## src/rtl/weight_buffer_pp.sv

```systemverilog
// Ping-pong weight buffer: one bank fills from the memory side while the other drains to the PE array.
// Bank ownership moves between the two sides through the write_done/read_done handshakes.
module weight_buffer_pp #(
    parameter int RD_WIDTH      = 16,
    parameter int WR_WIDTH      = 64,
    parameter int WR_ADDR_WIDTH = 5,
    parameter int RD_ADDR_WIDTH = 7
) (
    input  logic                     clk,
    input  logic                     reset_n,
    input  logic                     write_req,
    input  logic [WR_ADDR_WIDTH-1:0] write_addr,
    input  logic [WR_WIDTH-1:0]      write_data,
    input  logic                     write_done,
    output logic                     write_ready,
    input  logic                     read_req,
    input  logic [RD_ADDR_WIDTH-1:0] read_addr,
    input  logic                     read_done,
    output logic                     read_ready,
    output logic [RD_WIDTH-1:0]      read_data,
    output logic                     read_valid,
    output logic                     wr_bank_id,
    output logic                     rd_bank_id
);

    localparam int RATIO = WR_WIDTH / RD_WIDTH;
    localparam int SEL_W = $clog2(RATIO);
    localparam int DEPTH = 1 << WR_ADDR_WIDTH;

    // Both banks share one array; the bank pointer is the top address bit.
    logic [WR_WIDTH-1:0]      r_mem [2*DEPTH];

    logic [1:0]               r_full;
    logic                     r_wr_bank;
    logic                     r_rd_bank;
    logic [RD_WIDTH-1:0]      r_read_data;
    logic                     r_read_valid;

    logic                     w_write_ready;
    logic                     w_read_ready;
    logic                     w_wr_acc;
    logic                     w_wdone_acc;
    logic                     w_rd_acc;
    logic                     w_rdone_acc;
    logic [1:0]               w_full_nxt;
    logic [WR_ADDR_WIDTH-1:0] w_rd_word_addr;
    logic [WR_WIDTH-1:0]      w_rd_word;
    logic [RD_WIDTH-1:0]      w_rd_slice;

    assign w_write_ready = ~r_full[r_wr_bank];
    assign w_read_ready  = r_full[r_rd_bank];

    assign w_wr_acc    = write_req  & w_write_ready;
    assign w_wdone_acc = write_done & w_write_ready;
    assign w_rd_acc    = read_req   & w_read_ready;
    assign w_rdone_acc = read_done  & w_read_ready;

    assign w_rd_word_addr = read_addr[RD_ADDR_WIDTH-1:SEL_W];
    assign w_rd_word      = r_mem[{r_rd_bank, w_rd_word_addr}];

    generate
        if (SEL_W == 0) begin : g_no_slice
            assign w_rd_slice = w_rd_word[RD_WIDTH-1:0];
        end else begin : g_slice
            logic [RATIO-1:0][RD_WIDTH-1:0] w_slices;
            logic [SEL_W-1:0]               w_sel;
            assign w_slices   = w_rd_word;
            assign w_sel      = read_addr[SEL_W-1:0];
            assign w_rd_slice = w_slices[w_sel];
        end
    endgenerate

    // write_done and read_done never target the same bank when both are accepted.
    always_comb begin
        w_full_nxt = r_full;
        if (w_wdone_acc) begin
            w_full_nxt[r_wr_bank] = 1'b1;
        end
        if (w_rdone_acc) begin
            w_full_nxt[r_rd_bank] = 1'b0;
        end
    end

    always_ff @(posedge clk) begin
        if (w_wr_acc) begin
            r_mem[{r_wr_bank, write_addr}] <= write_data;
        end
    end

    always_ff @(posedge clk or negedge reset_n) begin
        if (!reset_n) begin
            r_full       <= 2'b00;
            r_wr_bank    <= 1'b0;
            r_rd_bank    <= 1'b0;
            r_read_data  <= '0;
            r_read_valid <= 1'b0;
        end else begin
            r_full       <= w_full_nxt;
            r_wr_bank    <= r_wr_bank ^ w_wdone_acc;
            r_rd_bank    <= r_rd_bank ^ w_rdone_acc;
            r_read_valid <= w_rd_acc;
            if (w_rd_acc) begin
                r_read_data <= w_rd_slice;
            end
        end
    end

    assign write_ready = w_write_ready;
    assign read_ready  = w_read_ready;
    assign read_data   = r_read_data;
    assign read_valid  = r_read_valid;
    assign wr_bank_id  = r_wr_bank;
    assign rd_bank_id  = r_rd_bank;

endmodule

```

## config.mk

```make
export PLATFORM = sky130hd
export DESIGN_NAME = weight_buffer_pp
export DESIGN_NICKNAME = d
export VERILOG_FILES = /design/src/rtl/weight_buffer_pp.sv
export SDC_FILE = /design/constraint.sdc
export NUM_CORES = 2
export LEC_CHECK = 0
export CORE_MARGIN = 2
export CORE_UTILIZATION = 35
export DETAILED_ROUTE_END_ITERATION = 10
export PLACE_DENSITY_LB_ADDON = 0.1
export SYNTH_ARGS = -nofsm -noshare
export SYNTH_HDL_FRONTEND = slang
export SYNTH_SLANG_ARGS = --single-unit
```

## constraint.sdc

```tcl
create_clock -name clk -period 12.5 [get_ports clk]
set_input_delay 2.5 -clock clk [delete_from_list [all_inputs] [get_ports clk]]
set_output_delay 2.5 -clock clk [all_outputs]
set_load 0.02 [all_outputs]
```

Word level (Yosys, flattened, before mapping)
Memories as Yosys holds them, arrays and structs flattened.
Index checks and enable logic that the tools add are counted.
{"block": "totals", "regBits": 21, "mem_bits_rw": 4096, "output_inout_bits": 21, "elab_cells": 37, "memories": 1}
{"name": "r_mem", "depth": 64, "word_bits": 64, "rd": 1, "rd_ports_with_merged_regs": 0, "write_ports": 1, "line_no": "31", "source": "logic [WR_WIDTH-1:0] r_mem [2*DEPTH];"}
{"block": "op_classes", "n_lt_le_gt_ge": 5, "n_mux": 14, "bitwise_logic": 10, "n_reduce_logical": 2}
{"cell": "binary-select mux 16 bit (select 2 bit)", "count": 1}
{"cell": "two-way mux 16 bit", "count": 1}
{"cell": "two-way mux 1 bit", "count": 8}
{"cell": "bitwise AND 1 bit", "count": 4}
{"cell": "< comparator 1 x 2 -> 1 bit (second input constant)", "count": 2}
{"cell": "two-way mux 2 bit", "count": 2}
{"cell": "< comparator 2 x 3 -> 1 bit (second input constant)", "count": 1}
{"cell": "bitwise AND 2 bit", "count": 1}
{"cell": "demux 1 bit (select 1 bit)", "count": 2}
{"cell": ">= comparator 1 bit (second input constant)", "count": 2}
{"cell": "logical AND 1 bit", "count": 2}
{"cell": "NOT 2 bit", "count": 1}
{"cell": "bitwise OR 2 bit", "count": 1}
{"cell": "XOR 1 bit", "count": 2}
{"cell": "NOT 1 bit", "count": 1}

Longest topological paths before layout
{"block": "depth", "depth_word": 8, "ltp_mapped": 14, "depth_no_buf": 7}

Worst setup path after synthesis
Ideal clock, no wire load.
{"block": "synth_timing", "path_kind": "input port to flip-flop", "start": "input write_addr[4]", "end": "memory r_mem[16][0] (enable)", "setup_time_ns": 0.486, "arrival_ns": 6.002, "required_time_ns": 12.014, "path_slack_ns": 6.011, "cell_stages": 4, "path_buffers": 2, "path_cell_list": "clkbuf_1 -> or3b_2 -> clkbuf_1 -> nor2_1"}
{"element": "start, declared", "line_no": "12", "source": "input logic [WR_ADDR_WIDTH-1:0] write_addr,"}
{"element": "end, declared", "line_no": "31"}
Straight into the memory's write port.

Worst setup path after layout
{"block": "layout_timing", "start": "input read_addr[3]", "end": "register r_read_data[8] (netlist: read_data[8])"}
{"block": "layout_via", "elab_chain_len": 3}
{"element": "start, declared", "line_no": "17", "source": "input logic [RD_ADDR_WIDTH-1:0] read_addr,"}
{"element": "memory (64 x 64 bit)"}
{"element": "binary-select mux 16 bit (select 2 bit)", "line_no": "69", "source": "assign w_rd_slice = w_slices[w_sel];"}
{"element": "two-way mux 16 bit (implied by the code)", "line_no": "69"}
{"element": "end signal, assigned", "line_no": "103", "source": "r_read_data <= w_rd_slice;"}
{"element": "end, declared", "line_no": "36", "source": "logic [RD_WIDTH-1:0] r_read_data;"}
Every way passes these cells. The select of a mux whose other input is x is not followed.
A chain may end at the register's enable or synchronous reset.

==> flow_metrics.py <==
metrics = {
    "hold_path": {
        "hold_class": "reg2reg",
    },
    "placed_design": {
        "hpwlAfterDp_mm": 319,
        "io_buffer_count": 102,
        "placedCellCount": 13000,
        "dp_slack_ns": 4.45,
        "gp_congestion": 0.783,
    },
    "global_route": {
        "grt_util_met2_pct": 41.7,
        "grt_max_degree": 101,
        "grt_overflow": 0,
        "grt_pass1_wl_mm": 774,
        "antenna_found_initial": 66,
        "grt_pass1_vias": 81100,
        "busiest_layer": "met2",
        "globalRouteTotalUtil_pct": 25.4,
        "grt_util_met1_pct": 35.2,
        "grt.met3_usage_pct": 3.58,
    },
    "clocking": {
        "clockBufferDepth": 4,
        "clk_latency_ns": 1.02,
        "clock-sinks": 4117,
        "cts_made_buffers": 451,
        "cts_resized": 0,
        "cts_tree": "yes",
        "post_cts_buffers": 0,
        "htree_levels": 5,
        "cts_hold_buf": 0,
        "cts-root-buf": "clkbuf_16",
        "clk_pin_slew_worst_paths_ns": 0.06,
    },
    "floorplanning": {
        "die_h_microns": 676,
        "core_area_sq_um": 449000,
        "core.rowCount": 246,
        "initial_core_util_pct": 35.2,
        "dieArea_sq_um": 456000,
        "die_w_microns": 676,
        "io_pins": 103,
    },
    "routing": {
        "via_count": 81700,
        "drtPass1Iterations": 5,
        "vias_per_cell": 5.89,
        "drtAntennaViolNets": 0,
        "first_iter_violations": 10300,
        "wirelength_mm": 586,
        "wl_per_cell_microns": 42.2,
        "drc": 0,
    },
    "logic_synthesis": {
        "netlist_area_sq_um": 158000,
        "synthCells": 7060,
        "synth_cell_types": 69,
        "avgSynthCellArea_sq_um": 22.4,
        "synth_ff_type": "edfxtp_1",
        "ys_ff_latch": 4117,
        "synth.net_count": 7142,
        "yosys-top-cells-area": "edfxtp_1, mux4_2, mux2i_1, o22ai_1, buf_6",
        "synthArstFlopShare_pct": 0.510,
        "synth_top_area_cell": "edfxtp_1",
        "synth-edff-count": 4096,
        "ys_seq_area_share_pct": 78.2,
        "yosysWarnings": 0,
        "yosys.area.top_type_share_pct": 77.9,
    },
    "setup_path": {
        "cp_slowest_cell": "a22oi_1",
        "critPathKind": "in2reg",
        "crit_chain": "buf_8, buf_4, buf_12, buf_4, mux4_2, a22oi_1, nand3_1, a31oi_1, nor3_1, a221o_1",
        "start_kind": "primary input",
        "path_max_fanout": 66,
        "cpMostUsedCell": "buf_4",
        "required_ns": 13.37,
        "arrival_ns": 7.85,
        "cp_slowest_stage_delay_ns": 1.08,
        "crit_path_end_kind": "flop",
    },
    "timing": {
        "finalCriticalPeriod_ns": 6.98,
        "setup_slack_ns": 5.52,
        "fmax_mhz": 143,
        "clock_skew_ns": 0.0437,
        "tightest_slew_ns": 1.51,
        "hold_viol_final": 0,
        "slew_viol_final": 3,
        "rsz0062_at_grt": "no",
        "tns_ns": 0,
        "setup_viol": 0,
        "timing.hold.ws_ns": 0.555,
        "slew_headroom_pct": -2.95,
        "fin_crit_sh_pct": 55.8,
    },
    "layout": {
        "nFillCells": 39600,
        "seq_area_sq_um": 124000,
        "syn_to_final_growth_pct": 14.4,
        "num-nets-final": 7604,
        "drive_gt1_share_pct": 24.7,
        "final_cells": 13900,
        "multi_input_area_sq_um": 32200,
    },
    "power_and_ir_drop": {
        "p_leak_nw": 56.2,
        "peakVddDrop_uv": 138,
        "powerDensity_nw_per_um2": 169,
        "p_total_mw": 30.6,
    },
    "run_status": {
        "status": "finished with violations",
        "violations": "max-capacitance violations, max-slew violations",
    },
    "flow_run": {
        "drv_cap": 2,
    },
}
==> worst paths after layout <==
kind / startpoint / endpoint / slack [ns] / cells past startpoint
worst max-delay path: read_addr[3] / read_data[8] / 5.52 / 10
worst min-delay path: r_full[1] / r_full[1] / 0.55 / 1
worst max register to register: wr_bank_id / r_mem[36][34] / 7.39 / 6
worst min register to register: r_full[1] / r_full[1] / 0.55 / 1
max in group asynchronous: reset_n / rd_bank_id / 9.55 / 2
min in group asynchronous: reset_n / read_valid / 1.60 / 1
==> layout make-up <==
cell class                 count  share of cell area [%]
clock buffer                 589                    6.65
multi-input combinational   2536                    17.8
sequential                  4117                    68.4
antenna                       32                  0.0443
inverter                       9                  0.0256
tap                         5952                    4.12
timing repair buffer         407                    1.90
clock inverter               241                    1.09
==> Yosys cell counts (all sizes together), types with 34 or more instances <==
| master | number |
|---|---|
| a31oi | 34 |
| o221ai | 81 |
| nand3 | 62 |
| o22ai | 134 |
| nor2 | 154 |
| a22oi | 80 |
| buf | 276 |
| mux4 | 888 |
| clkbuf | 122 |
| nand2 | 165 |
| mux2i | 410 |
| a211oi | 51 |
| nor3 | 55 |
| o21ai | 81 |
| a21oi | 108 |
| edfxtp | 4096 |
==> worst max-delay path: cells and delay by family <==
| family | cells | cell delay [ns] |
|---|---|---|
| buffers and inverters | 4 | 2.00 |
| AND/OR/NAND/NOR | 2 | 0.81 |
| multiplexers | 1 | 0.47 |
| AO/OA/AOI/OAI | 3 | 1.73 |
==> sequential cells by signal, indices dropped and copies added, names as in the netlist <==
register,count
read_data,16
rd_bank_id,1
r_full,2
read_valid,1
r_mem,4096
wr_bank_id,1
==> cells by family after synthesis <==
logic type | count (synthesis) | synth area share [%]
compound gates | 688 | 2.99
buf+inv | 407 | 1.82
flops | 4117 | 78.2
mux | 1306 | 15.4
simple gates | 542 | 1.58
==> layout by cell type (no fill, tap or decap), types with 10 or more instances in the layout <==
cell type / Yosys / final
o211ai_1: 14 / 14
buf_12: 9 / 34
clkbuf_16: 0 / 456
mux4_2: 871 / 871
edfxtp_1: 4096 / 4096
nand3b_1: 12 / 12
diode_2: 0 / 32
buf_2: 107 / 66
clkdlybuf4s50_1: 0 / 31
clkinv_2: 0 / 70
clkinv_1: 1 / 120
buf_4: 39 / 271
a211oi_1: 51 / 51
o22ai_1: 134 / 134
a22oi_1: 80 / 80
and3_1: 10 / 10
o21ai_0: 78 / 78
a31oi_1: 34 / 34
nor3_1: 55 / 51
nand3_1: 62 / 59
clkbuf_1: 121 / 122
a2111oi_0: 31 / 26
mux4_1: 17 / 17
nor2_1: 154 / 83
and2_1: 11 / 10
dfrtp_1: 21 / 20
mux2i_1: 410 / 410
a21oi_1: 108 / 108
nor4_1: 27 / 24
clkbuf_8: 0 / 11
nand2_1: 165 / 159
o221ai_1: 81 / 81
nor2_4: 0 / 67
bufinv_16: 0 / 26
==> power breakdown <==
part           internal (mW)  switching [mW]
logic                  0.643            1.63
registers               15.3           0.142
clock network           7.28            5.52
==> layer usage <==
metal	vias to the layer above	share of wire (%)
met5	-	0.029
met4	26	3.1
met3	741	6.5
met2	3605	48
met1	46200	42
li1	31200	-
==> through the flow <==
step,area (sq um),utilization [%]
2_1_floorplan,158000,-
3_3_place_gp,167000,37.1
3_5_place_dp,167000,37.1
4_1_cts,181000,40.2
5_1_grt,181000,40.2
6_report,181000,40.2
(Power assumes the default switching activity.)
